**src/rtl/router_pkg.sv**
```systemverilog
// Shared constants and helpers for the router address-decode / channel-supervision slice.
package router_pkg;

  localparam int NUM_CH_DEF  = 3;
  localparam int ADDR_W_DEF  = 2;
  localparam int TIMEOUT_DEF = 30;

  // Timer width that never collapses to zero bits for tiny timeouts.
  function automatic int timer_width(input int timeout);
    return (timeout <= 2) ? 1 : $clog2(timeout);
  endfunction

endpackage

```
**src/rtl/router_stall_timer.sv**
```systemverilog
// Per-channel stall supervisor: pulses soft_reset for one cycle after TIMEOUT
// consecutive edges with data valid and not read.
module router_stall_timer
  import router_pkg::*;
#(
  parameter int TIMEOUT = TIMEOUT_DEF
) (
  input  logic clk,
  input  logic rst,
  input  logic vld,
  input  logic rd,
  output logic soft_reset
);

  localparam int              TW   = timer_width(TIMEOUT);
  localparam logic [TW-1:0]   LAST = TW'(TIMEOUT - 1);

  logic [TW-1:0] timer;

  // NOTE: state registers use non-blocking assignments so every flop samples
  // pre-edge values; blocking here would create order-dependent simulation.
  always_ff @(posedge clk or posedge rst) begin
    if (rst) begin
      timer      <= '0;
      soft_reset <= 1'b0;
    end else if (!vld || rd) begin
      timer      <= '0;
      soft_reset <= 1'b0;
    end else if (timer == LAST) begin
      timer      <= '0;
      soft_reset <= 1'b1;
    end else begin
      timer      <= timer + 1'b1;
      soft_reset <= 1'b0;
    end
  end

endmodule

```
**src/rtl/router_sync_n.sv**
```systemverilog
// Router address latch/decode plus per-channel valid and stall supervision
// for NUM_CH output FIFOs.
module router_sync_n
  import router_pkg::*;
#(
  parameter int NUM_CH  = NUM_CH_DEF,
  parameter int ADDR_W  = ADDR_W_DEF,
  parameter int TIMEOUT = TIMEOUT_DEF
) (
  input  logic              clk,
  input  logic              rst,
  input  logic              detect_add,
  input  logic              write_enb_reg,
  input  logic [ADDR_W-1:0] data_in,
  input  logic [NUM_CH-1:0] full,
  input  logic [NUM_CH-1:0] empty,
  input  logic [NUM_CH-1:0] read_enb,
  output logic [NUM_CH-1:0] write_enb,
  output logic              fifo_full,
  output logic [NUM_CH-1:0] vld_out,
  output logic [NUM_CH-1:0] soft_reset,
  output logic              addr_err
);

  // One extra bit so NUM_CH == 2**ADDR_W still compares correctly.
  localparam logic [ADDR_W:0] NUM_CH_A = (ADDR_W + 1)'(NUM_CH);

  logic [ADDR_W-1:0] int_addr;
  logic              addr_valid;

  always_ff @(posedge clk or posedge rst) begin
    if (rst) begin
      int_addr <= '0;
      addr_err <= 1'b0;
    end else if (detect_add) begin
      int_addr <= data_in;
      addr_err <= ({1'b0, data_in} >= NUM_CH_A);
    end
  end

  assign addr_valid = ({1'b0, int_addr} < NUM_CH_A);

  // NOTE: every output of this block gets a default before the loop, so no
  // path leaves a value unassigned and no latch is inferred.
  always_comb begin
    write_enb = '0;
    fifo_full = 1'b0;
    for (int i = 0; i < NUM_CH; i++) begin
      if (addr_valid && int_addr == ADDR_W'(i)) begin
        write_enb[i] = write_enb_reg;
        fifo_full    = full[i];
      end
    end
  end

  assign vld_out = ~empty;

  for (genvar g = 0; g < NUM_CH; g++) begin : g_ch
    router_stall_timer #(
      .TIMEOUT (TIMEOUT)
    ) u_timer (
      .clk        (clk),
      .rst        (rst),
      .vld        (vld_out[g]),
      .rd         (read_enb[g]),
      .soft_reset (soft_reset[g])
    );
  end

endmodule

```
**config.mk**
```make
export PLATFORM = sky130hd
export DESIGN_NAME = router_sync_n
export DESIGN_NICKNAME = d
export VERILOG_FILES = /design/src/rtl/router_pkg.sv /design/src/rtl/router_stall_timer.sv /design/src/rtl/router_sync_n.sv
export SDC_FILE = /design/constraint.sdc
export NUM_CORES = 1
export LEC_CHECK = 0
export ABC_AREA = 1
export CORE_MARGIN = 5
export CORE_UTILIZATION = 47
export DETAILED_ROUTE_END_ITERATION = 12
export GPL_TIMING_DRIVEN = 0
export PLACE_DENSITY = 0.84
export SLEW_MARGIN = 20
export SYNTH_ARGS = -nofsm -noshare
export SYNTH_HDL_FRONTEND = slang
export SYNTH_SLANG_ARGS = --single-unit
```
**constraint.sdc**
```tcl
create_clock -name clk -period 1.15 [get_ports clk]
set_input_delay 0.115 -clock clk [delete_from_list [all_inputs] [get_ports clk]]
set_output_delay 0.115 -clock clk [all_outputs]
set_load 0.1 [all_outputs]
```
* After elaboration in Yosys (flattened, before gate mapping)
Cells that the tools add are included.
Operators by class: shifts and indexed selects 0, $add $sub $neg 3, reduce and logical (&&, ||, !) cells 10, order comparisons 2, bitwise operators 1, equality and inequality tests 5, div/mod/pow operators 0, multipliers 0, multiplexer cells 18
Operator list (number):
- two-way mux 5 bit | 6
- adder 5 x 1 -> 5 bit, second input constant | 3
- equality test 5 bit, second input constant | 3
- two-way mux 1 bit | 12
- logical AND 1 bit | 3
- zero test 1 bit | 3
- logical OR 1 bit | 3
- NOT 3 bit | 1
- equality test 2 x 1 -> 1 bit, second input constant | 1
- equality test 2 bit, second input constant | 1
- greater-or-equal comparator 2 bit, second input constant | 1
- zero test 2 bit | 1
- < comparator 2 bit, second input constant | 1
Storage, ports and cells: logic and storage cells 47, input bits 15, bits in latches 0, bits in read-only memories 0, register bits 21, memory bits (writable) 0, memories kept 0

* Longest topological paths before layout
Gate-level depths: netlist (run 1).
word-level depth 5, gate-level depth with buffers 7

* Hierarchy
From an unflattened synthesis (run 1), not the netlist that was laid out.
Second synthesis, totals: cells, all modules 126, area total of the unflattened synthesis 1151.1 um2
Modules (own cells, without submodules):
- router_stall_timer | cells each 34, area each 327.8 um2, sequential area each 150.1 um2, instances 3
- router_sync_n | cells each 24, area each 167.7 um2, sequential area each 75.1 um2, instances 1

* Least setup slack after synthesis (run 1)
Ideal clock, no wire load.
path type flip-flop to output port, start reg int_addr[0], end out write_enb[1], buffers on the path 0, arrival time 2503 ps, stages on the path, launching flop included 3, path slack -1468 ps, cell sequence dfrtp_1 inv_1 nor3_1
On the way: longest elaborated chain between the ends 3
Ends and longest elaborated chain:
- start, declared | RTL line router_sync_n.sv:28 | logic [ADDR_W-1:0] int_addr;
- start signal, assigned | RTL line router_sync_n.sv:36 | int_addr <= data_in;
- < comparator 2 bit or equality test 2 x 1 -> 1 bit (tied branches) | RTL line router_sync_n.sv:41, router_sync_n.sv:49
- logical AND 1 bit (*) | RTL line router_sync_n.sv:49 | if (addr_valid && int_addr == ADDR_W'(i)) begin
- two-way mux 1 bit (*) | RTL line router_sync_n.sv:49
- end, declared | RTL line router_sync_n.sv:18 | output logic [NUM_CH-1:0] write_enb,
Every way passes the cells marked *; elsewhere a longest branch is shown, timed or not.

* Final worst setup path (run 1)
start reg int_addr[0], end out write_enb[2]
On the way: longest elaborated chain between the ends 3
Ends and longest elaborated chain (RTL line):
- < comparator 2 bit or equality test 2 bit (tied branches) | router_sync_n.sv:41, router_sync_n.sv:49
- logical AND 1 bit (*) | router_sync_n.sv:49
- two-way mux 1 bit (*) | router_sync_n.sv:49
Marks and branches as above.

==> results.txt, run 1 <==
The flow ran to the end, but the final reports show violations. The final reports fail on negative setup slack. The TritonCTS sink count is 21.

The number of instances in the synthesized netlist is 126. Entering global routing, the biggest net connects 22 pins. Portion of the clock cycle consumed by the worst path in the final layout: 122%.

Max-cap violations in this run came to 0. The floorplan step defined a core boundary enclosing 0.00245 mm^2. The initial antenna violation count is 0. The I/O pin total came out at 26. By count the netlist is led by 21 x sky130_fd_sc_hd__dfrtp_1, 20 x sky130_fd_sc_hd__inv_1, 14 x sky130_fd_sc_hd__nand2_1, 11 x sky130_fd_sc_hd__nand3_1, 9 x sky130_fd_sc_hd__nor2_2. The count of routing violations after the opening detailed-route iteration was 26.

The worst setup path is captured at a primary output. The average size of a mapped cell is 9.44 um^2, and the transition time at the pin with the least slew margin is 799 ps. The total area of sequential cells came out at 533 um^2.

Synthesis inferred 21 register bits. Counting the fill cells in the layout gives 189. The number of flops mapped to enable cells by yosys works out to 0.

The via count of the first global-routing pass was 898. For this block, the routed nets add up to 2440 um of wire. Yosys printed 0 warnings. The number of nets in the synthesized netlist is 147. Across the routed clock network, the largest skew measured is 9.37 ps.

In this run the static leakage power is 0.794 nW. The first global-routing pass estimated 3710 um of wire. After synthesis, the netlist uses 19 different library cells.

Using the TritonRoute via totals, the vias-per-cell ratio works out to 4.87. For the worst setup path, the data arrival time is 1290 ps. Detailed placement finished with a half-perimeter wire length of 1710 um.

In the routed design, unresolved DRC markers number 0. The max-slew violation total from the final report is 0. At the end of routability-driven placement, the weighted congestion stood at 0.742. TritonCTS built the clock tree. The most used flip-flop cell after synthesis is sky130_fd_sc_hd__dfrtp_1. Across every metal layer, demand over resource in global routing totals 13.4%. The setup violation total in the final timing report came out at 4. Counting I/O delays and the setup requirement, the final critical path takes 1410 ps.

In the final routed layout, each cell accounts on average for 12.9 um. Setup repair after global routing could not meet its margin everywhere. The run gives -258 ps as the worst-case setup margin in the final layout. The die is 60.3 um wide. The class of the worst hold path is input port to flip-flop.

In the final layout, the multi-input gates occupy 599 um^2. By area the synthesized netlist is led by sky130_fd_sc_hd__dfrtp_1 44%, sky130_fd_sc_hd__ha_1 6.3%, sky130_fd_sc_hd__inv_1 6.3%. Derived from the worst setup path, the maximum achievable clock frequency is 710 MHz.

The type of the setup path with the least slack was flip-flop to primary output. Of all nets on the critical path, the largest fanout is 4. For the H-tree depth, the log shows 1. The logs give 4 for the number of search-and-repair iterations in the first detailed-routing pass and 46.7% for the headroom to the max-slew limit. The sequential cell area fraction in the yosys report is 44.2%.

The synthesis-to-layout area growth was 39.4%. For the final-layout setup total negative slack, the log shows -884 ps. For this run, the share of the core covered by cells in the final layout is 67.6%.

The via count came out at 920. In this run the tool buffered the top-level ports with 25 buffer cells. The repair_antennas step left the layout with diodes totalling 0. The die outline area was 0.00364 mm^2.

TritonCTS buffer count: 3. The tools report the number of hold violations in the final report as 0. The clock latency reported for the late side of the worst-skew pair was 320 ps. The tree is rooted in a sky130_fd_sc_hd__clkbuf_4. The final antenna-violating net count is 0, and the maximum vdd ir drop is 0.681 mV.

The initial utilization of the core area, before any placement, comes to 48.5%. In this run the cell area of the synthesized design comes to 0.00119 mm^2. Yosys instantiated no cell more often than sky130_fd_sc_hd__dfrtp_1. Buffers inserted to repair hold after CTS numbered 0.

Global routing finished with a remaining overflow of 0. In this run the vertical extent of the chip is 60.3 um. Across all hold checks on the routed design, the worst slack comes to 169 ps. Clock-pin slew was measured on the worst setup and hold paths at 130 ps. Row generation in the floorplan step produced 18 rows. The final layout contains 181 nets.

The portion of synthesized cell area occupied by the leading cell type came out at 44.2%. The clock passes through at most 2 buffers. In the final layout, the share of cells above drive strength 1 is 47.8%. For this design the ratio of total power to cell area is 961 mW/mm^2. The worst setup slack before clock tree synthesis is -955 ps.

Of all cell types, the one taking the most synthesized area is sky130_fd_sc_hd__dfrtp_1. The data required time of the critical path was 1030 ps; the proportion of synthesized flip-flops having asynchronous set or reset was 100%. The worst setup path is launched from a flip-flop.
[where the power goes]
part,internal (mW),switching [mW]
sequential,0.760,0.0324
clock,0.133,0.252
combinational,0.152,0.265
[kinds of logic after synthesis]
logic type	after synthesis	share of synthesized area [%]
AO/OA/AOI/OAI	6	3.47
flip-flops	21	44.2
adder cells (fa/ha/maj)	6	6.31
buffers and inverters	29	11.0
AND/OR/NAND/NOR	61	32.8
XOR/XNOR	3	2.21
[worst paths after layout]
path / startpoint / end / slack, ps / depth (start not counted)
max: int_addr[0]$_DFFE_PP0P_ / write_enb[2] / -260 / 2
min: empty[0] / g_ch[0].u_timer.soft_reset$_DFF_PP0_ / 170 / 2
max reg2reg: g_ch[2].u_timer.timer[0]$_DFF_PP0_ / g_ch[2].u_timer.timer[2]$_DFF_PP0_ / 60 / 4
min reg2reg: g_ch[0].u_timer.timer[0]$_DFF_PP0_ / g_ch[0].u_timer.timer[0]$_DFF_PP0_ / 490 / 1
max in group asynchronous: rst / int_addr[0]$_DFFE_PP0P_ / 370 / 2
min in group asynchronous: rst / g_ch[0].u_timer.timer[4]$_DFF_PP0_ / 230 / 2
[metal layers]
layer  vias up  GRT usage, %  part of all wire [%]  wire length (um)
met4         0          3.80                   1.4                35
met5         -             0                     0                 0
met1       437          14.8                    42              1020
met3         5          3.02                   5.2               127
met2        24          25.3                    51              1250
li1        454             -                     -                 -
[layout make-up]
cell class | instances | share of cell area [%]
sequential | 21 | 32.1
multi-input combinational | 76 | 36.1
timing repair buffer | 30 | 19.9
inverter | 23 | 5.51
clock inverter | 1 | 0.452
clock buffer | 3 | 1.36
buffer | 5 | 2.26
tap | 30 | 2.26
[layout by cell type (no fill, tap or decap), types with 4 or more instances in the layout]
master	netlist	routed
sky130_fd_sc_hd__nand3_1	11	7
sky130_fd_sc_hd__buf_4	6	14
sky130_fd_sc_hd__buf_12	0	5
sky130_fd_sc_hd__nand3_2	3	7
sky130_fd_sc_hd__nor2_1	6	4
sky130_fd_sc_hd__dfrtp_1	21	15
sky130_fd_sc_hd__nand2_4	6	6
sky130_fd_sc_hd__dfrtp_2	0	6
sky130_fd_sc_hd__nor2_2	9	11
sky130_fd_sc_hd__inv_1	20	17
sky130_fd_sc_hd__clkdlybuf4s50_1	0	11
sky130_fd_sc_hd__inv_2	3	4
sky130_fd_sc_hd__nand2_1	14	14
[critical path, cell delays in order (launching register included)]
cell and delay [ps]:
sky130_fd_sc_hd__dfrtp_2 500, sky130_fd_sc_hd__nor3_4 270, sky130_fd_sc_hd__buf_12 210
[sequential cells by signal, indices dropped and copies added, names as in the netlist]
signal and flops:
g_ch.u_timer.timer 15, g_ch.u_timer.soft_reset 3, int_addr 2, addr_err 1
[metrics by stage]
| stage | cells | instance area (um^2) | power (mW) |
|---|---|---|---|
| final | 189 | 1660 | 1.59 |
| after global routing | 189 | 1660 | 1.67 |
| after CTS | 186 | 1590 | 1.58 |
| after detailed placement | 181 | 1520 | 1.17 |
| after global placement | 181 | 1520 | 1.16 |
| after floorplan | 126 | 1230 | 1.05 |
[timing repair]
| action | 4_1_cts | 5_1_grt |
|---|---|---|
| endpoints found under the setup margin | 11 | 16 |
| pin swaps | 2 | 7 |
| setup buffers | 1 | 4 |
| hold endpoints to repair | 0 | 0 |
| gates cloned | 0 | 0 |
| resized for setup | 85 | 16 |
(Power assumes the default switching activity.)
==> inputs of run 2 (changes only) <==
--- a/config.mk
+++ b/config.mk
@@ -10,7 +10,7 @@
 export CORE_UTILIZATION = 47
 export DETAILED_ROUTE_END_ITERATION = 12
 export GPL_TIMING_DRIVEN = 0
-export PLACE_DENSITY = 0.84
+export PLACE_DENSITY = 0.75
 export SLEW_MARGIN = 20
 export SYNTH_ARGS = -nofsm -noshare
 export SYNTH_HDL_FRONTEND = slang
==> run 2 against run 1 <==
Effect of this change:
- the run still ends with negative setup slack left
- combinational power barely moved
- sequential cell count did not move
- fmax rose by 1.4%
- non-clock buffer count rose by 4
- clock skew barely moved
- worst setup slack improved by 20 ps
- design area rose by 0.75%
- die area did not move
- sequential power barely moved
- worst hold slack improved by 1.8 ps
- core utilization rose by 0.51 points
- largest cell class unchanged
- highest routed layer unchanged
==> results.txt, run 2 (synthesis results as in run 1) <==
The run finished, with violations left. The checks that failed: negative setup slack. Counting stages on the worst path, the most repeated cell is sky130_fd_sc_hd__nand3_2. H-tree depth: 1 (unchanged). The y dimension of the die is 60.3 um (unchanged), and the number of flip-flops under the largest register name is 15 (unchanged).

Maximum cell stage delay along the critical path: 500 ps (about the same). The clock-pin slew reported for the worst setup and hold paths after clock tree synthesis works out to 130 ps (about the same). Final wirelength: 2230 um (-8.6%). The tools report the number of search-and-repair iterations in the first detailed-routing pass as 4 (unchanged). The number of vias per cell was 4.68 (-3.9%). Leaving out fill and tap cells, the most frequent cell in the layout is sky130_fd_sc_hd__buf_4. Count of inserted antenna diode cells: 0 (unchanged). The critical path starts at int_addr[0]$_DFFE_PP0P_. Placeable core region: 0.00245 mm^2 (unchanged). The number of cells on the critical path was 4 (+2); the post-layout instance count excluding filler cells was 193 (+2.1%). For the setup violation total in the final timing report, the log shows 4 (unchanged). Worst-case setup margin in the final layout: -239 ps (+19.6 ps).

The synthesis-to-layout area growth came out at 40.5%. Setup repair after global routing could not meet its margin everywhere. The run gives 0.635 mV (-6.7%) as the maximum vdd ir drop.

The library cells used most frequently in the layout, excluding fill and tap cells, are 18 x sky130_fd_sc_hd__buf_4, 16 x sky130_fd_sc_hd__inv_1, 15 x sky130_fd_sc_hd__dfrtp_1. The setup path with the least slack is of type flip-flop to primary output. Half-perimeter wire length after detailed placement: 1650 um (-3.4%). The cell count of the worst reg-to-reg path is 6 (+2). The reg-to-reg critical path startpoint is g_ch[0].u_timer.timer[0]$_DFF_PP0_.

The max-slew violation total from the final report is 0 (unchanged), and the number of fillers in the final layout is 197 (+4.2%). The via count of the first global-routing pass came out at 901 (+0.33%). The data required time of the critical path is 1030 ps (about the same). The worst hold path cell count was 2 (unchanged); the buffering stage count on the worst path with inverters included was 2 (+1).

The run gives 0 (unchanged) as the total of max-cap violations. The die outline area came out at 0.00364 mm^2 (unchanged). Critical path capture point type: a primary output. The largest registers in the layout are g_ch.u_timer.timer x15, g_ch.u_timer.soft_reset x3, int_addr x2. Clock period minus worst slack: 1390 ps (-19.6 ps).

The register with the highest flop count was g_ch.u_timer.timer. The final estimated routing congestion in global placement was 0.717 (-3.3%). The static leakage power was 0.816 nW (+2.7%). The logs give 1.59 mW (-0.49%) for the total power and 9.27 ps (-0.0984 ps) for the post-route clock skew.

The run gives 3630 um (-2.1%) as the wire length of the first global-routing pass. The buffer type at the clock tree root is sky130_fd_sc_hd__clkbuf_4. The DRC violations left came out at 0 (unchanged).

Traced cell by cell, the critical path runs through inv_4 -> nand3_2 -> nand3_2 -> buf_12. The logs give 0 (unchanged) for the global-route congestion overflow total and 25 (-3.8%) for the count of routing violations after the opening detailed-route iteration. The initial antenna violation count came out at 0 (unchanged). The largest net degree at the start of global routing is 22 (unchanged), and the I/O pin total is 26 (unchanged).

For the initial core utilization, the log shows 48.5% (unchanged). The maximum fanout along the worst path is 4 (unchanged), and the count of buffers inserted at the top-level ports is 25 (unchanged). TritonCTS built the clock tree.

In this run the worst hold path is classified as input port to flip-flop. The final cell utilization of the core is 68.1% (+0.51 points), and the critical path arrival is 1270 ps (-20 ps). The startpoint identified for the worst hold timing path is empty[0]. The peak clock frequency supported by timing was 720 MHz (+1.4%); the portion of the clock cycle consumed by the worst path in the final layout was 121% (-1.7 points). The transition time at the pin with the least slew margin is 776 ps (-22.4 ps). The die boundary width works out to 60.3 um (unchanged).

The clock latency reported for the late side of the worst-skew pair is 310 ps (about the same), and the fraction of final layout cells sized beyond drive strength 1 is 48.5% (+0.67 points). The placed cell count is 181 (unchanged), and the final routed wire length divided by cell count is 11.5 um (-10%). The global-route total usage across every layer came out at 13.3% (-0.12 points). The via count is 903 (-1.8%). The tools report the number of hold violations in the final report as 0 (unchanged).

Cell at the slowest stage of the critical path: sky130_fd_sc_hd__dfrtp_2. The number of buffers inserted for hold repair after clock tree synthesis is 0 (unchanged). The worst setup path is launched from a flip-flop. The tools report the row count as 18 (unchanged). The largest buffer count on any clock path was 2 (unchanged); the TritonCTS buffer count was 3 (unchanged). For the final antenna-violating net count, the log shows 0 (unchanged). The run gives 48.2% (+1.5 points) as the headroom to the max-slew limit.

The run gives 171 ps (+1.75 ps) as the post-route worst hold slack. The power density normalized to cell area came out at 949 mW/mm^2 (-1.2%). The logs give 185 (+2.2%) for the final-stage net count and 21 (unchanged) for the TritonCTS sink count.

The kind of cell with the highest combined delay along the critical path is flip-flops.
==> run 2: cell types whose count changed in the layout (fill, tap and decap cells not counted) <==
cell,delta
sky130_fd_sc_hd__inv_2,+1
sky130_fd_sc_hd__buf_4,+4
sky130_fd_sc_hd__inv_1,-1
sky130_fd_sc_hd__buf_8,-1
sky130_fd_sc_hd__buf_6,+2
sky130_fd_sc_hd__nor2_1,+1
sky130_fd_sc_hd__ha_2,-1
sky130_fd_sc_hd__nor2_2,-1
sky130_fd_sc_hd__ha_1,+1
sky130_fd_sc_hd__buf_12,-1
==> run 2: metrics by stage <==
stage	cell area [um^2]	setup TNS, ps	setup slack [ps]
after floorplan	1230	-735	-260
after global placement	1520	-8150	-928
after detailed placement	1520	-8340	-944
after CTS	1620	-799	-231
after global routing	1670	-996	-280
final	1670	-820	-239
==> run 2: report_power, final <==
group	internal [mW]	leakage [nW]	total [mW]	switching, mW
Sequential	0.760	0.278	0.793	0.0336
Combinational	0.159	0.524	0.420	0.262
Clock	0.133	0.0139	0.372	0.240
==> run 2: cell type report <==
type	count	area (um^2)	share of cell area [%]
multi-input cells	76	594	35.6
flip-flops and latches	21	533	31.9
repair buffers	33	340	20.4
inverters	23	91.3	5.46
plain buffers	6	45.0	2.69
well taps	30	37.5	2.25
clock buffers	3	22.5	1.35
clock inverters	1	7.51	0.449
==> run 2: final timing paths <==
path / to / slack (ps)
worst max-delay path: fifo_full / -240
worst min-delay path: g_ch[0].u_timer.soft_reset$_DFF_PP0_ / 170
worst max register to register: g_ch[0].u_timer.timer[3]$_DFF_PP0_ / 50
worst min register to register: g_ch[0].u_timer.timer[0]$_DFF_PP0_ / 500
max in group asynchronous: g_ch[2].u_timer.timer[0]$_DFF_PP0_ / 390
min in group asynchronous: g_ch[0].u_timer.timer[4]$_DFF_PP0_ / 220
==> run 2: per-layer routing <==
layer  vias up  global-route usage, %  routed length, um
li1        462                      -                  -
met1       424                   15.9                939
met2        13                   23.1               1170
met3         4                   2.38                 82
met4         0                   5.70                 31
met5         -                      0                  0
==> run 2: worst reg2reg max path, stage by stage, from the launching register on <==
cell and delay [ps]:
sky130_fd_sc_hd__dfrtp_2 460, sky130_fd_sc_hd__ha_2 200, sky130_fd_sc_hd__nand2_1 60, sky130_fd_sc_hd__inv_1 60
sky130_fd_sc_hd__nand2_4 90, sky130_fd_sc_hd__nand2_4 80, sky130_fd_sc_hd__a21oi_2 100
==> run 2: repair_timing <==
item / CTS / global route
gates cloned: 0 / 0
pin swaps: 5 / 3
setup buffers: 2 / 6
endpoints found under the hold margin: 0 / 0
endpoints found under the setup margin: 11 / 18
gates resized for setup: 89 / 8
==> inputs of run 3 (changes only) <==
--- a/config.mk
+++ b/config.mk
@@ -9,6 +9,7 @@
 export CORE_MARGIN = 5
 export CORE_UTILIZATION = 47
 export DETAILED_ROUTE_END_ITERATION = 12
+export GPL_ROUTABILITY_DRIVEN = 0
 export GPL_TIMING_DRIVEN = 0
 export PLACE_DENSITY = 0.75
 export SLEW_MARGIN = 20
==> constraint.sdc (replaced) <==
create_clock -name clk -period 1.4 [get_ports clk]
set_input_delay 0.14 -clock clk [delete_from_list [all_inputs] [get_ports clk]]
set_output_delay 0.14 -clock clk [all_outputs]
set_load 0.1 [all_outputs]
==> run 3 against run 2 <==
Effect of this change:
- the run still ends with negative setup slack left
- total power fell by 20%
- die area did not move
- global-route usage increased by 0.96 points
- combinational power down 22%
- critical path depth down 1
- wire length shrank 0.27%
==> results.txt, run 3 (synthesis results as in run 1) <==
The post-layout instance count excluding filler cells was 186 (-3.6%); the synthesis-to-layout area growth was 32.1%. For the I/O pin total, the log shows 26 (unchanged). The logs give 0 (unchanged) for the number of hold violations in the final report and 0 (unchanged) for the total of max-cap violations.

The post-route clock skew was 6.52 ps (-2.75 ps). The class of the worst hold path is input port to async pin. The run gives 1260 ps (+230 ps) as the data required time of the critical path. For the initial core utilization, the log shows 48.5% (unchanged). The die boundary width is 60.3 um (unchanged). The maximum fanout along the worst path was 3 (-1); the count of buffers inserted at the top-level ports was 25 (unchanged). The y dimension of the die is 60.3 um (unchanged). The largest registers in the layout are g_ch.u_timer.timer x15, g_ch.u_timer.soft_reset x3, int_addr x2. The DRC violations left was 0 (unchanged).

The placeable core region was 0.00245 mm^2 (unchanged); the number of flip-flops under the largest register name was 15 (unchanged). The worst setup path is captured at a primary output. The final antenna-violating net count was 0 (unchanged).

The tools report the final cell utilization of the core as 64.0% (-4.1 points). The TritonCTS sink count came out at 21 (unchanged). The tools report the maximum vdd ir drop as 0.747 mV (+18%). The checks that failed: negative setup slack. The tools report the wire length of the first global-routing pass as 3860 um (+6.3%).

TritonCTS built the clock tree. The run gives 0 (unchanged) as the initial antenna violation count. Die outline area: 0.00364 mm^2 (unchanged).

The global-route congestion overflow total is 0 (unchanged), and the count of inserted antenna diode cells is 0 (unchanged). H-tree depth: 1 (unchanged). The buffer type at the clock tree root was sky130_fd_sc_hd__clkbuf_4. The logs give 14.2% (+0.96 points) for the global-route total usage across every layer and 892 (-1.2%) for the via count. After layout, the worst path uses 103% of the clock period. For the via count of the first global-routing pass, the log shows 930 (+3.2%).

The static leakage power is 0.782 nW (-4.1%), and the largest net degree at the start of global routing is 22 (unchanged). The number of search-and-repair iterations in the first detailed-routing pass was 2 (-2). For the number of fillers in the final layout, the log shows 212 (+7.6%).

The tools report the largest buffer count on any clock path as 2 (unchanged). Setup repair after global routing could not meet its margin everywhere. For the final wirelength, the log shows 2220 um (-0.27%). The smallest clock period supported by the final layout is computed as 1440 ps. For the count of routing violations after the opening detailed-route iteration, the log shows 15 (-40%). The placed cell count is 181 (unchanged). The power density normalized to cell area was 804 mW/mm^2 (-15%).

The logs give 178 (-3.8%) for the final-stage net count and 3 (unchanged) for the TritonCTS buffer count. Post-route standard cell area excluding fillers: 0.00157 mm^2 (-6.0%). The setup violation total in the final timing report was 2 (-2). The startpoint type of the worst setup path is a flip-flop. Derived from the worst setup path, the maximum achievable clock frequency is 692 MHz. The clock latency reported for the late side of the worst-skew pair is 300 ps (about the same). The number of vias per cell works out to 4.80 (+2.5%). For the instance area after placement, the log shows 0.00152 mm^2 (-0.16%).

For the headroom to the max-slew limit, the log shows 48.5% (+0.32 points). The flow ran to the end, but the final reports show violations. By startpoint and endpoint, the worst setup path is classified as flip-flop to primary output. The max-slew violation total from the final report came out at 0 (unchanged). The top cell types in the final layout, fill and taps aside, are 19 x sky130_fd_sc_hd__dfrtp_1, 18 x sky130_fd_sc_hd__inv_1, 14 x sky130_fd_sc_hd__nand2_1, 14 x sky130_fd_sc_hd__clkdlybuf4s50_1. The library cell used most frequently in the layout, excluding fill and tap cells, is sky130_fd_sc_hd__dfrtp_1. Fraction of final layout cells sized beyond drive strength 1: 38.5% (-10 points). The final routed wire length divided by cell count works out to 11.9 um (+3.5%). The critical path arrival came out at 1300 ps (+30 ps). The half-perimeter wire length after detailed placement was 1760 um (+6.7%); the worst-case setup margin in the final layout was -44.2 ps (+194 ps). The clock-pin slew reported for the worst setup and hold paths after clock tree synthesis is 120 ps (about the same), and the row count is 18 (unchanged).

The transition time at the pin with the least slew margin works out to 772 ps (-4.76 ps). The register with the highest flop count is g_ch.u_timer.timer. The total power is 1.26 mW (-20%).
==> run 3: changes by cell type in the layout (fill, tap and decap cells not counted), sizes merged <==
cell           previous run  this run
clkdlybuf4s50            11        14
clkbuf                    3         4
clkinvlp                  1         0
buf                      25        18
dlygate4sd2               3         0
==> run 3: what timing repair did <==
| action | 4_1_cts | 5_1_grt |
|---|---|---|
| hold buffers | 0 | 0 |
| gates resized for setup | 71 | 6 |
| buffers inserted | 1 | 0 |
| pin swaps | 1 | 2 |
| setup endpoints to repair | 11 | 5 |
==> run 3: metal layers <==
| metal | global-route usage [%] | vias up | part of all wire [%] |
|---|---|---|---|
| met5 | 0 | - | 0 |
| met3 | 3.24 | 2 | 3.4 |
| li1 | - | 451 | - |
| met1 | 16.0 | 428 | 38 |
| met2 | 26.7 | 11 | 57 |
| met4 | 3.80 | 0 | 0.95 |
==> run 3: worst max-delay path, stage by stage, from the launching register on <==
cell and delay (ps):
sky130_fd_sc_hd__dfrtp_2 460, sky130_fd_sc_hd__buf_6 130, sky130_fd_sc_hd__nor3_4 200, sky130_fd_sc_hd__buf_12 200
==> run 3: final timing paths <==
kind | from | to | slack, ps | cells after the start
worst max register to register | g_ch[1].u_timer.timer[0]$_DFF_PP0_ | g_ch[1].u_timer.timer[3]$_DFF_PP0_ | 300 | 6
worst max-delay path | int_addr[1]$_DFFE_PP0P_ | write_enb[1] | -40 | 3
worst min register to register | g_ch[2].u_timer.timer[0]$_DFF_PP0_ | g_ch[2].u_timer.timer[0]$_DFF_PP0_ | 520 | 1
worst min-delay path | rst | g_ch[0].u_timer.soft_reset$_DFF_PP0_ | 270 | 2
min in group clk | data_in[1] | int_addr[1]$_DFFE_PP0P_ | 430 | 3
max in group asynchronous | rst | int_addr[1]$_DFFE_PP0P_ | 600 | 2
==> run 3: area by class of cell <==
class | count | area [um^2] | area share, %
multi-input cells | 76 | 577 | 36.7
flip-flops and latches | 21 | 528 | 33.6
repair buffers | 26 | 269 | 17.1
inverters | 23 | 88.8 | 5.65
plain buffers | 6 | 45.0 | 2.87
well taps | 30 | 37.5 | 2.39
clock buffers | 4 | 26.3 | 1.67
==> run 3: power by group <==
part	leakage, nW	internal [mW]	switching (mW)	total [mW]
registers	0.283	0.623	0.0230	0.646
logic	0.484	0.118	0.211	0.329
clock network	0.0150	0.111	0.177	0.288
==> run 3: through the flow <==
stage / worst slack, ps / hold WS (ps) / TNS (ps)
global placement: -726 / 494 / -5800
finish: -44.2 / 271 / -63.5
floorplan: -115 / 116 / -145
detailed placement: -761 / 506 / -6010
CTS: -20.3 / 308 / -38.4
global route: -103 / 359 / -196
